$ cat config.mk
export PLATFORM = sky130hd
export DESIGN_NAME = pc_gen_ras_flat
export DESIGN_NICKNAME = d
export VERILOG_FILES = /design/src/rtl/pc_gen_ras_if.sv /design/src/rtl/pc_gen_ras.sv /design/src/flat_wrapper.sv
export SDC_FILE = /design/constraint.sdc
export NUM_CORES = 1
export LEC_CHECK = 0
export CAP_MARGIN = 25
export CORE_ASPECT_RATIO = 0.75
export CORE_MARGIN = 5
export CORE_UTILIZATION = 50
export DETAILED_ROUTE_END_ITERATION = 8
export DONT_BUFFER_PORTS = 1
export RECOVER_POWER = 25
export SETUP_SLACK_MARGIN = 0.2
export SYNTH_ARGS = -nofsm -noshare
export SYNTH_HDL_FRONTEND = slang
export SYNTH_SLANG_ARGS = --single-unit
$ cat constraint.sdc
create_clock -name clk -period 5.4 [get_ports clk]
set_clock_uncertainty 0.15 [all_clocks]
set_input_delay 1.08 -clock clk [delete_from_list [all_inputs] [get_ports clk]]
set_output_delay 1.08 -clock clk [all_outputs]
set_load 0.1 [all_outputs]
$ cat src/rtl/pc_gen_ras_if.sv
// Fetch-PC request/response bundle between branch/trap logic (master) and the PC generator (slave).
// pc_valid qualifies pc: while it is high, pc is a fetch address. There is no ready; the
// consumer is assumed always able to accept the address, and stall is its only back-pressure.
interface pc_gen_ras_if #(
    parameter int XLEN      = 32,
    parameter int RAS_DEPTH = 4
);
    localparam int CNT_W = $clog2(RAS_DEPTH + 1);

    logic             stall;
    logic             trap_valid;
    logic [XLEN-1:0]  trap_pc;
    logic             redirect_valid;
    logic [XLEN-1:0]  redirect_pc;
    logic             pred_call;
    logic             pred_ret;
    logic [XLEN-1:0]  pred_target;
    logic [XLEN-1:0]  pc;
    logic             pc_valid;
    logic [CNT_W-1:0] ras_count;
    logic             ras_empty;

    modport master (
        output stall, trap_valid, trap_pc, redirect_valid, redirect_pc,
               pred_call, pred_ret, pred_target,
        input  pc, pc_valid, ras_count, ras_empty
    );

    modport slave (
        input  stall, trap_valid, trap_pc, redirect_valid, redirect_pc,
               pred_call, pred_ret, pred_target,
        output pc, pc_valid, ras_count, ras_empty
    );
endinterface

$ cat src/rtl/pc_gen_ras.sv
// Fetch-stage PC generator: fixed-priority next-PC select (trap, redirect, call/return, sequential)
// with a circular return-address stack for return prediction.
module pc_gen_ras #(
    parameter int              XLEN         = 32,
    parameter logic [XLEN-1:0] RESET_VECTOR = '0,
    parameter int              INST_BYTES   = 4,
    parameter int              RAS_DEPTH    = 4
) (
    input  logic        clk,
    input  logic        rst,
    pc_gen_ras_if.slave bus
);
    localparam int              PTR_W      = $clog2(RAS_DEPTH);
    localparam int              CNT_W      = $clog2(RAS_DEPTH + 1);
    localparam logic [XLEN-1:0] STEP       = XLEN'(INST_BYTES);
    localparam logic [XLEN-1:0] ALIGN_MASK = ~(XLEN'(INST_BYTES - 1));
    localparam logic [CNT_W-1:0] FULL      = CNT_W'(RAS_DEPTH);

    logic [XLEN-1:0]  pc_q, pc_nxt;
    logic             pc_valid_q;
    logic [XLEN-1:0]  ras_mem [RAS_DEPTH];
    logic [PTR_W-1:0] top_q, top_nxt;
    logic [CNT_W-1:0] count_q, count_nxt;
    logic [XLEN-1:0]  seq;
    logic             push;

    assign seq = pc_q + STEP;

    // The first edge after reset only raises pc_valid, so RESET_VECTOR itself is fetched.
    always_comb begin
        pc_nxt    = pc_q;
        top_nxt   = top_q;
        count_nxt = count_q;
        push      = 1'b0;
        if (bus.trap_valid) begin
            pc_nxt    = bus.trap_pc & ALIGN_MASK;
            count_nxt = '0;
        end else if (bus.redirect_valid) begin
            pc_nxt = bus.redirect_pc & ALIGN_MASK;
        end else if (bus.stall || !pc_valid_q) begin
            pc_nxt = pc_q;
        end else if (bus.pred_call) begin
            pc_nxt    = bus.pred_target & ALIGN_MASK;
            push      = 1'b1;
            top_nxt   = top_q + 1'b1;
            count_nxt = (count_q == FULL) ? FULL : count_q + 1'b1;
        end else if (bus.pred_ret && (count_q != '0)) begin
            pc_nxt    = ras_mem[top_q] & ALIGN_MASK;
            top_nxt   = top_q - 1'b1;
            count_nxt = count_q - 1'b1;
        end else begin
            pc_nxt = seq;
        end
    end

    always_ff @(posedge clk) begin
        if (rst) begin
            pc_q       <= RESET_VECTOR;
            pc_valid_q <= 1'b0;
            top_q      <= '0;
            count_q    <= '0;
        end else begin
            pc_q       <= pc_nxt;
            pc_valid_q <= 1'b1;
            top_q      <= top_nxt;
            count_q    <= count_nxt;
        end
    end

    // Stack storage carries no reset; entries beyond ras_count are never read.
    always_ff @(posedge clk) begin
        if (!rst && push) begin
            ras_mem[top_nxt] <= seq;
        end
    end

    assign bus.pc        = pc_q;
    assign bus.pc_valid  = pc_valid_q;
    assign bus.ras_count = count_q;
    assign bus.ras_empty = (count_q == '0);
endmodule

$ cat src/flat_wrapper.sv
// flat-port wrapper written by rule: the top's interface ports become plain ports
module pc_gen_ras_flat 
#(
    parameter int              XLEN         = 32,
    parameter logic [XLEN-1:0] RESET_VECTOR = '0,
    parameter int              INST_BYTES   = 4,
    parameter int              RAS_DEPTH    = 4
)
  (clk, rst, bus_stall, bus_trap_valid, bus_trap_pc, bus_redirect_valid, bus_redirect_pc, bus_pred_call, bus_pred_ret, bus_pred_target, bus_pc, bus_pc_valid, bus_ras_count, bus_ras_empty);
  pc_gen_ras_if #(.XLEN(XLEN), .RAS_DEPTH(RAS_DEPTH)) bus_i ();
  input  logic clk;
  input  logic rst;
  input wire logic [$bits(bus_i.stall)-1:0] bus_stall;
  input wire logic [$bits(bus_i.trap_valid)-1:0] bus_trap_valid;
  input wire logic [$bits(bus_i.trap_pc)-1:0] bus_trap_pc;
  input wire logic [$bits(bus_i.redirect_valid)-1:0] bus_redirect_valid;
  input wire logic [$bits(bus_i.redirect_pc)-1:0] bus_redirect_pc;
  input wire logic [$bits(bus_i.pred_call)-1:0] bus_pred_call;
  input wire logic [$bits(bus_i.pred_ret)-1:0] bus_pred_ret;
  input wire logic [$bits(bus_i.pred_target)-1:0] bus_pred_target;
  output wire logic [$bits(bus_i.pc)-1:0] bus_pc;
  output wire logic [$bits(bus_i.pc_valid)-1:0] bus_pc_valid;
  output wire logic [$bits(bus_i.ras_count)-1:0] bus_ras_count;
  output wire logic [$bits(bus_i.ras_empty)-1:0] bus_ras_empty;
  assign bus_i.stall = bus_stall;
  assign bus_i.trap_valid = bus_trap_valid;
  assign bus_i.trap_pc = bus_trap_pc;
  assign bus_i.redirect_valid = bus_redirect_valid;
  assign bus_i.redirect_pc = bus_redirect_pc;
  assign bus_i.pred_call = bus_pred_call;
  assign bus_i.pred_ret = bus_pred_ret;
  assign bus_i.pred_target = bus_pred_target;
  assign bus_pc = bus_i.pc;
  assign bus_pc_valid = bus_i.pc_valid;
  assign bus_ras_count = bus_i.ras_count;
  assign bus_ras_empty = bus_i.ras_empty;
  pc_gen_ras #(.XLEN(XLEN), .RESET_VECTOR(RESET_VECTOR), .INST_BYTES(INST_BYTES), .RAS_DEPTH(RAS_DEPTH)) u_core (.clk(clk), .rst(rst), .bus(bus_i));
endmodule
==> out/qor.csv <==
metric;value;unit
drv_cap;5;
hpwlAfterDp;14000;um
initial_utilization;51.4;%
drive_gt1_share;17.8;%
std_cell_rows;38;
cts_num_sinks;158;
synth_async_sr_flop_share;0;%
crit_required;5.42;ns
yosys-top-cells-count;edfxtp_1 (120), a21oi_1 (49), dfxtp_1 (38), o221ai_1 (36), nand2_1 (33);
hold_buffers;0;
h-tree-depth;4;
synth_area_leaders;edfxtp_1 (48%), dfxtp_1 (10%), mux4_2 (9.0%), o221ai_1 (4.2%), a21oi_1 (3.3%);
die_area;17600;sq um
viasPerCell;6.56;
fp.coreArea;14600;sq um
hold_ws;0.437;ns
clock-root-buffer;clkbuf_16;
ys_warn_count;0;
criticalPathCategory;reg2reg;
wl_met2;9900;um
syn_avg_cell_area;13.0;sq um
met1_length;8930;um
cts_tree;done;
startpoint_type;register;
status;complete, but fails checks;
synth_area;7500;sq um
crit_chain;clkbuf_1 -> nand4_1 -> nor4_4 -> nand3_1 -> xnor2_1;
critPathBufInv;1;
post_cts_resized;0;
cellLeakagePower;2.66;nW
yosysTopAreaCell;edfxtp_1;
p_per_area;335;nW/um^2
multi_input_area;2900;sq um
seq_area;4370;sq um
instances_no_fill;812;
grt_usage;24.9;%
drc_errors;0;
firstDrtPassIters;5;
worstPathMaxFanout;9;
antenna_found_initial;0;
power;2.82;mW
clock_latency;0.43;ns
synth_edf_count;120;
setup_viol;0;
synthesis.nets;683;
grt_pass1_vias;5349;
fmax;258;MHz
crit_arrival;3.89;ns
wl_per_cell;26.0;um
final_util;57.6;%
yosys.area.top_type_share;48.0;%
crit_path_top_delay_cell;clkbuf_1;
port_buffers;0;
nNetsFinal;706;
final_hold_viol_count;0;
ys_seq_area_share;58.2;%
ir_worst_vdd;0.000234;V
critPathCaptureType;register;
clkSlewWorstSetupHoldPaths;0.06;ns
fin_tns_setup;0;ns
post_cts.repair.setup_buffers;0;
dr_wl_met3;1900;um
min_period_over_period;71.7;%
clock_path_buffers;2;
num_vias;5329;
min_path_type;reg2reg;
antenna_left;0;
synth.most_common_cell;edfxtp_1;
grt_pass1_wl;31700;um
fillers;1215;
critical-path-max-stage-delay;1.09;ns
highest_layer;met4;
cts_made_buffers;17;
dp.cells;775;
failed_checks;max-capacitance violations, max-slew violations;
dieWidth;151;um
syn_to_final_growth;12.1;%
relSlewSlack;-3.44;%
io_pins;140;
grt_max_degree;37;
path_delay_family;simple AND/OR/NAND/NOR gates;
rsz0062_at_grt;no;
n_antenna_cell;0;
synth_cell_types;50;
synth_ff_type;edfxtp_1;
drt_wl_total;21100;um
die_y;116;um
syn_inst;576;
fin_crit;3.87;ns
gr-total-overflow;0;
slew_viol_final;56;
drt_first_iter_violations;516;
tightest_slew;1.55;ns
gp_congestion;0.822;
synth-seq-cells;158;
## metal layers
metal / vias up / global-route usage, %
met1: 2683 / 35.5
met2: 277 / 37.0
met4: 0 / 8.39
met3: 33 / 7.21
met5: - / 0
li1: 2336 / -
## kinds of logic after synthesis
logic type	share of synthesized area, %
flip-flops	58.2
XOR/XNOR	3.77
AND/OR/NAND/NOR	9.59
multiplexers	9.00
adder cells (fa/ha/maj)	0.667
AO/OA/AOI/OAI	15.4
buffers and inverters	3.40
## flip-flops by register name, indices dropped and copies added, names as in the netlist
register and count:
u_core.top_q 2, u_core.bus.pc 32, u_core.bus.pc_valid 1, u_core.bus.ras_count 3
u_core.ras_mem 120
## per-stage QoR
stage	area, sq um	setup WS, ns
floorplan	7500	0.418
global placement	7860	1.83
detailed placement	7980	1.83
CTS	8530	1.82
global route	8410	1.43
finish	8410	1.53
## worst paths after layout
kind / slack, ns / start / to / cells past startpoint
setup / recovery: 1.53 / u_core.bus.pc[6]$_SDFFE_PP0P_ / u_core.ras_mem[3][31]$_DFFE_PP_ / 5
hold / removal: 0.44 / u_core.top_q[1]$_SDFF_PP0_ / u_core.top_q[1]$_SDFF_PP0_ / 2
setup reg to reg: 1.53 / u_core.bus.pc[6]$_SDFFE_PP0P_ / u_core.ras_mem[3][31]$_DFFE_PP_ / 5
hold reg to reg: 0.44 / u_core.top_q[1]$_SDFF_PP0_ / u_core.top_q[1]$_SDFF_PP0_ / 2
## power breakdown
group          internal [mW]  switching, mW  total, mW  leakage [nW]
combinational         0.0736          0.244      0.318          1.01
clock                  0.599          0.513       1.11         0.259
sequential              1.34         0.0519       1.39          1.40
total                   2.01          0.810       2.82          2.66
## tightest hold or removal path, stage by stage (launching register included)
cell and delay (ns):
dfxtp_1 0.35, xnor2_1 0.12, nor2_1 0.09
## layout make-up
cell class / instances / area share, %
sequential: 158 / 51.9
inverter: 16 / 0.714
clock buffer: 17 / 5.06
multi-input combinational: 359 / 34.5
clock inverter: 15 / 1.46
timing repair buffer: 47 / 3.42
tap: 200 / 2.98
## cell usage in the layout, fill, tap and decap left out, types with 3 or more instances in the layout
master        n
a211oi_1      3
a21boi_0      3
a21oi_1      49
a221oi_1      8
a31o_2        4
and2_1        4
and3_1        5
buf_4        17
clkbuf_1     25
clkbuf_16    17
clkinvlp_4    4
dfxtp_1      37
edfxtp_1    120
ha_1          4
inv_1        16
inv_6         9
mux4_2       30
nand2_1      33
nand2b_1     18
nand3_1      21
nand4_1      13
nor2_1       10
nor3_1        6
nor4_1        5
o211a_1       4
o21a_1       11
o21ai_0      25
o21bai_1      4
o221a_2       7
o221ai_1     36
or3_1         4
xnor2_1      20
xnor2_2       5
xor2_1        3
Note: power is estimated with default switching activity, not from simulation.
